[src/rtl/tlc_pkg.sv]
// Shared definitions for the traffic light phase scheduler: FSM state
// encoding, phase codes, approach indices and call-vector helpers.
package tlc_pkg;

  // Scheduler handshake states
  typedef enum logic [1:0] {
    IDLE  = 2'd0,
    ISSUE = 2'd1,
    SERVE = 2'd2
  } state_t;

  // Phase codes carried on phase_sel
  localparam logic PH_HWY = 1'b0;
  localparam logic PH_SVC = 1'b1;

  // Approach positions inside call_vec ({D,C,B,A})
  localparam int A = 0;
  localparam int B = 1;
  localparam int C = 2;
  localparam int D = 3;

  // True when either highway approach (A or C) is calling
  function automatic logic hwy_pending(input logic [3:0] calls);
    return calls[A] | calls[C];
  endfunction

  // True when either service approach (B or D) is calling
  function automatic logic svc_pending(input logic [3:0] calls);
    return calls[B] | calls[D];
  endfunction

endpackage

[src/rtl/tlc_call_latch.sv]
// One approach: debounce counter that must see DEB_CYC consecutive high
// samples, feeding a sticky call bit. A clear drops both the call and the
// counter and takes priority over a set landing on the same edge.
module tlc_call_latch #(
  parameter int DEB_CYC = 3
) (
  input  logic clk,
  input  logic rst,
  input  logic sens,
  input  logic clr,
  output logic call
);

  localparam int            CW      = $clog2(DEB_CYC + 1);
  localparam logic [CW-1:0] CNT_MAX = CW'(DEB_CYC);
  localparam logic [CW-1:0] CNT_ONE = CW'(1);

  logic [CW-1:0] cnt_r;
  logic [CW-1:0] cnt_nxt_s;
  logic          call_r;
  logic          call_nxt_s;

  // Next counter/call value: clear first, then count up while the sensor is high
  always_comb begin
    cnt_nxt_s  = cnt_r;
    call_nxt_s = call_r;
    if (clr) begin
      cnt_nxt_s  = '0;
      call_nxt_s = 1'b0;
    end else if (sens) begin
      if (cnt_r != CNT_MAX) begin
        cnt_nxt_s = cnt_r + CNT_ONE;
        if (cnt_r == (CNT_MAX - CNT_ONE)) begin
          call_nxt_s = 1'b1;
        end else begin
          call_nxt_s = call_r;
        end
      end else begin
        cnt_nxt_s = cnt_r;
      end
    end else begin
      cnt_nxt_s = '0;
    end
  end

  // Counter and sticky call registers
  always_ff @(posedge clk or negedge rst) begin
    if (!rst) begin
      cnt_r  <= '0;
      call_r <= 1'b0;
    end else begin
      cnt_r  <= cnt_nxt_s;
      call_r <= call_nxt_s;
    end
  end

  assign call = call_r;

endmodule

[src/rtl/tlc_phase_scheduler.sv]
// Demand scheduler in front of the traffic light controller. Debounces the
// four approach sensors into sticky calls, picks highway (A+C) or service
// (B+D), and hands the phase to the controller over a req/ack handshake,
// then waits for phase_done.
// Optional feature macro: TLC_SCHED_STARVE_EN -- contested calls go to
// service once the service wait counter reaches STARVE_LIM; without it
// contested calls alternate strictly between the two phases.
module tlc_phase_scheduler #(
  parameter int DEB_CYC    = 3,
  parameter int STARVE_LIM = 32,
  parameter int LW         = 8,
  parameter int GREEN_HWY  = 16,
  parameter int GREEN_SVC  = 8
) (
  input  logic          clk,
  input  logic          rst,
  input  logic          Sa,
  input  logic          Sb,
  input  logic          Sc,
  input  logic          Sd,
  output logic          phase_req,
  output logic          phase_sel,
  output logic [LW-1:0] phase_len,
  input  logic          phase_ack,
  input  logic          phase_done,
  output logic [3:0]    call_vec
);

  import tlc_pkg::*;

  localparam logic [LW-1:0] LEN_HWY = LW'(GREEN_HWY);
  localparam logic [LW-1:0] LEN_SVC = LW'(GREEN_SVC);

  // Parameter sanity: a bad configuration elaborates g_cfg_invalid, which
  // makes it visible in the instance hierarchy.
  localparam bit CFG_OK = (DEB_CYC >= 1) && (STARVE_LIM >= 1) && (LW >= 1) &&
                          (GREEN_HWY < (1 << LW)) && (GREEN_SVC < (1 << LW));
  if (!CFG_OK) begin : g_cfg_invalid
  end

  state_t        state_r;
  state_t        state_nxt_s;
  logic          load_s;
  logic          ack_acc_s;
  logic          pick_sel_s;
  logic          hwy_pend_s;
  logic          svc_pend_s;
  logic [3:0]    sens_s;
  logic [3:0]    clr_s;
  logic [3:0]    call_s;
  logic          phase_req_r;
  logic          phase_sel_r;
  logic [LW-1:0] phase_len_r;

  assign sens_s     = {Sd, Sc, Sb, Sa};
  assign hwy_pend_s = hwy_pending(call_s);
  assign svc_pend_s = svc_pending(call_s);
  // An ack counts only while a request is outstanding
  assign ack_acc_s  = (state_r == ISSUE) && phase_ack;

  // The accepted ack clears both approaches of the phase being served
  assign clr_s[A] = ack_acc_s && (phase_sel_r == PH_HWY);
  assign clr_s[C] = ack_acc_s && (phase_sel_r == PH_HWY);
  assign clr_s[B] = ack_acc_s && (phase_sel_r == PH_SVC);
  assign clr_s[D] = ack_acc_s && (phase_sel_r == PH_SVC);

  for (genvar i = 0; i < 4; i++) begin : g_latch
    tlc_call_latch #(
      .DEB_CYC (DEB_CYC)
    ) u_latch (
      .clk  (clk),
      .rst  (rst),
      .sens (sens_s[i]),
      .clr  (clr_s[i]),
      .call (call_s[i])
    );
  end

`ifdef TLC_SCHED_STARVE_EN
  localparam int            WW       = $clog2(STARVE_LIM + 1);
  localparam logic [WW-1:0] WAIT_MAX = WW'(STARVE_LIM);
  localparam logic [WW-1:0] WAIT_ONE = WW'(1);

  logic [WW-1:0] wait_cnt_r;

  // Service wait counter: counts while service is calling but not being served
  always_ff @(posedge clk or negedge rst) begin
    if (!rst) begin
      wait_cnt_r <= '0;
    end else if (ack_acc_s && (phase_sel_r == PH_SVC)) begin
      wait_cnt_r <= '0;
    end else if (svc_pend_s && !((state_r == SERVE) && (phase_sel_r == PH_SVC)) &&
                 (wait_cnt_r != WAIT_MAX)) begin
      wait_cnt_r <= wait_cnt_r + WAIT_ONE;
    end else begin
      wait_cnt_r <= wait_cnt_r;
    end
  end
`else
  logic last_sel_r;

  // Remember the phase of the most recent accepted grant for alternation
  always_ff @(posedge clk or negedge rst) begin
    if (!rst) begin
      last_sel_r <= PH_SVC;
    end else if (ack_acc_s) begin
      last_sel_r <= phase_sel_r;
    end else begin
      last_sel_r <= last_sel_r;
    end
  end
`endif

  // Phase choice: a lone side wins outright, contested calls use the arbitration rule
  always_comb begin
    pick_sel_s = PH_HWY;
    if (hwy_pend_s && svc_pend_s) begin
`ifdef TLC_SCHED_STARVE_EN
      if (wait_cnt_r >= WAIT_MAX) begin
        pick_sel_s = PH_SVC;
      end else begin
        pick_sel_s = PH_HWY;
      end
`else
      pick_sel_s = ~last_sel_r;
`endif
    end else if (svc_pend_s) begin
      pick_sel_s = PH_SVC;
    end else begin
      pick_sel_s = PH_HWY;
    end
  end

  // Handshake FSM next state; load marks the IDLE->ISSUE decision edge
  always_comb begin
    state_nxt_s = state_r;
    load_s      = 1'b0;
    case (state_r)
      IDLE: begin
        if (hwy_pend_s || svc_pend_s) begin
          state_nxt_s = ISSUE;
          load_s      = 1'b1;
        end else begin
          state_nxt_s = IDLE;
        end
      end
      ISSUE: begin
        // phase_done is deliberately not looked at here
        if (phase_ack) begin
          state_nxt_s = SERVE;
        end else begin
          state_nxt_s = ISSUE;
        end
      end
      SERVE: begin
        if (phase_done) begin
          state_nxt_s = IDLE;
        end else begin
          state_nxt_s = SERVE;
        end
      end
      default: begin
        state_nxt_s = IDLE;
      end
    endcase
  end

  // FSM state register
  always_ff @(posedge clk or negedge rst) begin
    if (!rst) begin
      state_r <= IDLE;
    end else begin
      state_r <= state_nxt_s;
    end
  end

  // Registered request outputs; sel/len only change on the decision edge
  always_ff @(posedge clk or negedge rst) begin
    if (!rst) begin
      phase_req_r <= 1'b0;
      phase_sel_r <= PH_HWY;
      phase_len_r <= '0;
    end else begin
      phase_req_r <= (state_nxt_s == ISSUE);
      if (load_s) begin
        phase_sel_r <= pick_sel_s;
        phase_len_r <= (pick_sel_s == PH_SVC) ? LEN_SVC : LEN_HWY;
      end else begin
        phase_sel_r <= phase_sel_r;
        phase_len_r <= phase_len_r;
      end
    end
  end

  assign phase_req = phase_req_r;
  assign phase_sel = phase_sel_r;
  assign phase_len = phase_len_r;
  assign call_vec  = call_s;

endmodule

[config.mk]
export PLATFORM = sky130hd
export DESIGN_NAME = tlc_phase_scheduler
export DESIGN_NICKNAME = d
export VERILOG_FILES = /design/src/rtl/tlc_pkg.sv /design/src/rtl/tlc_call_latch.sv /design/src/rtl/tlc_phase_scheduler.sv
export SDC_FILE = /design/constraint.sdc
export NUM_CORES = 1
export LEC_CHECK = 0
export CELL_PAD_IN_SITES_DETAIL_PLACEMENT = 1
export CELL_PAD_IN_SITES_GLOBAL_PLACEMENT = 1
export CORE_MARGIN = 2
export CORE_UTILIZATION = 40
export DETAILED_ROUTE_END_ITERATION = 10
export GPL_TIMING_DRIVEN = 0
export HOLD_SLACK_MARGIN = 0.15
export PLACE_DENSITY_LB_ADDON = 0.2
export SYNTH_ARGS = -nofsm -noshare
export SYNTH_HDL_FRONTEND = slang
export SYNTH_SLANG_ARGS = --single-unit
[constraint.sdc]
create_clock -name clk -period 3.22 [get_ports clk]
set_clock_uncertainty 0.1 [all_clocks]
set_input_delay 0.644 -clock clk [delete_from_list [all_inputs] [get_ports clk]]
set_output_delay 0.644 -clock clk [all_outputs]
set_load 0.01 [all_outputs]
# [Word level (Yosys, flattened, before mapping)]
# Index checks and enable logic that the tools add are counted.
[totals] output_inout_bits=14 regBits=25 elab_cells=95
[classes] n_addsub=4 n_reduce_logical=22 eq_ne=15 n_bitwise=4 n_mux=37
[op_table] op="2-bit two-way mux" count=14
[op_table] op="2-bit nonzero test" count=12
[op_table] op="1-bit two-way mux" count=21
[op_table] op="3-bit by 1-bit != test with 1-bit output (second input constant)" count=4
[op_table] op="3-bit AND reduction" count=4
[op_table] op="2-bit == test (second input constant)" count=5
[op_table] op="2-bit by 1-bit adder with 2-bit output (second input constant)" count=4
[op_table] op="2-bit != test (second input constant)" count=4
[op_table] op="2-bit one-hot mux with 3 select lines" count=1
[op_table] op="5-bit two-way mux" count=1
[op_table] op="2-bit by 1-bit == test with 1-bit output (second input constant)" count=2
[op_table] op="1-bit logical AND" count=4
[op_table] op="2-bit logical NOT" count=1
[op_table] op="1-bit NOT" count=2
[op_table] op="1-bit bitwise OR" count=2
[op_table] op="1-bit logical OR" count=1

# [Depth between registers and ports, before layout]
[depth] word_depth=5 ltp_mapped=5 depth_no_buf=5

# [By module]
# A second synthesis with hierarchy kept.
[unflattened] cells_unflattened=93 hier_area_um2=960.9
[modules_own_cells] module="tlc_call_latch" area_each_um2=157.7 instances=4 cells_per_inst=15
[modules_own_cells] module="tlc_phase_scheduler" area_each_um2=330.3 instances=1 cells_per_inst=33

# [Worst setup path before layout]
# No wires, ideal clock.
[synth_path] path_kind="reg2out" startpoint="register phase_len_r[3], in the netlist phase_len[3]" endpoint="output phase_len[3]" path_buffers=1 t_arrival_ps=693 stages_incl_launch_ff=2 setup_slack_ps=1783 cell_sequence="dfrtp_1 > buf_4"
[synth_lines] element="start, declared" line_no="tlc_phase_scheduler.sv:53" text="logic [LW-1:0] phase_len_r;"
[synth_lines] element="start signal, assigned" line_no="tlc_phase_scheduler.sv:187" text="phase_len_r <= (pick_sel_s == PH_SVC) ? LEN_SVC : LEN_HWY;"
[synth_lines] element="start signal, assigned" line_no="tlc_phase_scheduler.sv:190" text="phase_len_r <= phase_len_r;"
[synth_lines] element="end, declared" line_no="tlc_phase_scheduler.sv:23" text="output logic [LW-1:0] phase_len,"
# No word-level cell between the ends.

# [Final worst setup path]
[layout_path] startpoint="register phase_len_r[3], in the netlist phase_len[3]" endpoint="output phase_len[3]"
# No word-level cell between the ends.

==> run summary <==
The run finished with clean final reports. In this run, post-CTS hold repair placed 0 buffers. Summing over every cut layer, the via total after detailed routing is 724.

After detailed routing, the number of remaining DRC violations is 0. The average instance area after synthesis was 10.1 µm²; the vias per cell was 4.86. The tools report the initial core utilization as 0.434. After legalization and detailed placement, the total HPWL measured 1350 µm. The sequential area share after synthesis was 0.462; the fraction of the cycle the final worst path needs was 0.707. The first global-routing pass estimated 2960 µm of wire. Setup repair after global routing left no endpoint under its margin.

The congestion estimate from routability-driven global placement came to 0.710. The average routed wire per standard cell is 11.5 µm, and the number of instances resized during post-cts repair is 0. The worst setup path is captured at an output pin. The number of cells on the worst reg-to-reg path is 3. Clock latency on the worst-skew pair, taken at its later pin, is 0.29 ns. The register bit total from synthesis is 18, and the depth of the CTS H-tree is 1. The endpoint identified for the worst register-to-register timing path is g_latch[1].u_latch.call$_DFFE_PN0P_. The slowest stage of the critical path is the dfrtp_1 cell. Counting the buffers created by CTS gives 3. 22 I/O pins were placed. The slew of the pin with the lowest slew margin came out at 0.817 ns.

The cell sitting at the root of the clock tree is a clkbuf_4. The data arrival time at the worst-slack endpoint came out at 1.53 ns. The logs give 0 ns for the setup TNS after final layout and 97 for the number of instances in the synthesized netlist.

The cell type with the largest total area after synthesis was dfrtp_1. Clock tree synthesis found a total of 18 sinks. The longest clock path from root to sink contains 2 buffers. The post-placement cell count is 145. The final-report max-slew violation count was 0; the total number of nets in the final design was 138. The worst path needs 2.28 ns of the cycle, external delays included. Remaining number of nets flagged by the antenna check after routing: 0. The xor-xnor portion of the synthesized cell area came out at 0.0358. The count of cell types in the netlist was 21.

The largest net degree at the start of global routing is 19, and the aggregate global-route resource usage is 0.143. After routing the design area is 1220 µm². The headroom to the max-slew limit came out at 0.454. The post-CTS clock slew at the launch and capture registers of the worst setup and hold paths is 0.11 ns.

Beginning of the critical path: phase_len[3]$_DFFE_PN0P_. The worst-case IR drop observed on VDD is 0.413 mV. Post-synthesis mux area share: 0. The count of maximum capacitance violations is 0, and the count of placed standard cells in the final layout, fillers left out is 149.

The fraction of synthesized cell area taken by the top area cell type came out at 0.435. The startpoint of the most critical register-to-register path is g_latch[1].u_latch.cnt_r[0]$_DFFE_PN0P_. The core region is 2250 µm². The final layout contains routed wiring with a total length of 1720 µm. The fraction of the mapped netlist area in compound gates works out to 0.110.

Setup violations remaining at the end of the flow were counted as 0. The delay of the slowest critical-path stage works out to 0.55 ns. TritonCTS built the clock tree. Summed over all cells, the static leakage comes to 0.634 nW. The worst setup path is launched from a flop. The tools report the synthesized cell area as 978 µm². The combinational family with the most area after synthesis was simple AND/OR/NAND/NOR gates.

Path type of the worst min-delay path: flop to flop. Relative to the synthesized area, the layout overhead comes to 24.6%. Setup slack on the worst reg-to-reg path comes out at 2.05 ns. Adder and majority cell fraction of the synthesized area: 0.102. For the count of buffers added by post-CTS timing repair for setup, the log shows 0.

The fraction of final layout cells with drive strength greater than 1 came out at 0.174. At the worst endpoint, the required time is 2.48 ns. The floorplan step defined a die boundary enclosing 2860 µm².

The number of global-route vias before repair was 701. Following the worst setup path forward leads to its endpoint at phase_len[3]. For the overall overflow remaining after global route, the log shows 0.

The final count of hold timing violations came out at 0. The pre-antenna-repair detailed-routing pass consisted of 4 iterations. The first routing iteration left 4 violations. Walking the worst path, the cells encountered are buf_4 > clkdlybuf4s50_1.

Yosys synthesis warning count: 0. Power density over cell area: 889 nW/µm². Ranked by total cell area, the synthesized netlist is headed by dfrtp_1, ha_1, buf_4, nor2_1, xor2_1. The floorplan has 17 rows.

Based on the critical path, the design can be clocked at up to 0.439 GHz. After detailed placement, the total cell area comes to 1180 µm². The initial antenna violation count was 0.

Hold timing on the final database bottoms out at a slack of 0.369 ns. Of all nets on the critical path, the largest fanout is 7. The overall die width is 53.5 µm, and the area fraction in and, or, nand and nor cells after synthesis is 0.164.

The number of port buffers is 15. The antenna cell count was 0; the final total power was 1.08 mW. Measured along the y axis, the die boundary spans 53.5 µm. Classification of the worst setup path: flop to output pin.
[where the power goes]
group / internal (mW) / switching, mW
logic: 0.279 / 0.225
clock network: 0.0689 / 0.0735
registers: 0.334 / 0.103
total: 0.682 / 0.401
[worst max-delay path, delay by kind of cell (launching register included)]
family / cells / cell delay [ns]
buffers and inverters: 2 / 0.69
DFF: 1 / 0.55
[cell type report]
cell class / count / area, µm²
plain buffers: 12 / 93.8
inverters: 7 / 26.3
fillers: 264 / 1040
well taps: 28 / 35.0
multi-input cells: 65 / 425
repair buffers: 15 / 150
flip-flops and latches: 18 / 452
clock buffers: 4 / 36.3
[how the worst min path moves through the flow]
stage / to / startpoint / cells past startpoint
after detailed placement: last_sel_r$_DFFE_PN1N_ / last_sel_r$_DFFE_PN1N_ / 2
after floorplan: g_latch[0].u_latch.call$_DFFE_PN0P_ / rst / 0
final: last_sel_r$_DFFE_PN1N_ / last_sel_r$_DFFE_PN1N_ / 2
after global placement: last_sel_r$_DFFE_PN1N_ / last_sel_r$_DFFE_PN1N_ / 2
after global routing: last_sel_r$_DFFE_PN1N_ / last_sel_r$_DFFE_PN1N_ / 2
after CTS: last_sel_r$_DFFE_PN1N_ / last_sel_r$_DFFE_PN1N_ / 2
[cell families (layout without fill, tap and decap cells)]
kind of cell               after synthesis  in the layout
other                                    1              6
DFF                                     18             18
AOI/OAI and AO/OA                       16             16
adders and majority gates                8              8
and+or+nand+nor                         31             31
buffers and inverters                   19             38
xor gates and xnor gates                 4              4
[sequential cells by signal, summed over array words and instances (netlist names)]
register	cells
g_latch.u_latch.call	4
phase_req	1
state_r	2
g_latch.u_latch.cnt_r	8
last_sel_r	1
phase_len	2
[synthesized netlist by cell type]
cell      count
dfrtp_1      17
buf_4        11
ha_1          8
buf_6         1
a31oi_1       2
conb_1        1
o21a_1        3
inv_1         7
and3b_1       1
a221oi_1      2
o21ai_2       2
nor2_1       19
o21ai_0       2
a21oi_1       4
o211ai_1      1
xor2_1        4
nand4b_4      1
nor3_1        2
nand3b_4      1
dfstp_2       1
nand2_1       7
[metrics by stage]
| step | utilization | setup WS, ns |
|---|---|---|
| floorplan | - | 1.78 |
| CTS | 0.541 | 0.922 |
| global placement | 0.524 | 1.28 |
| global route | 0.541 | 0.855 |
| finish | 0.541 | 0.944 |
| detailed placement | 0.524 | 1.27 |
[layout by cell type (no fill, tap or decap)]
master and count:
o21a_1 3, and3b_1 1, a21oi_1 4, clkbuf_8 1, nor3_1 2, buf_4 11
clkdlybuf4s50_1 15, ha_1 8, nand2_1 7, inv_1 7, nand3b_4 1, dfrtp_1 17
conb_1 6, o21ai_2 2, clkbuf_4 3, buf_6 1, nor2_1 19, xor2_1 4
o211ai_1 1, dfstp_2 1, nand4b_4 1, a221oi_1 2, o21ai_0 2, a31oi_1 2
[metal layers]
| metal | global-route usage | up-vias | part of all wire |
|---|---|---|---|
| li1 | - | 350 | - |
| met1 | 0.177 | 350 | 0.44 |
| met2 | 0.239 | 20 | 0.49 |
| met3 | 0.0198 | 4 | 0.054 |
| met4 | 0.0769 | 0 | 0.019 |
| met5 | 0 | - | 0 |
Note: power is estimated with default switching activity, not from simulation.
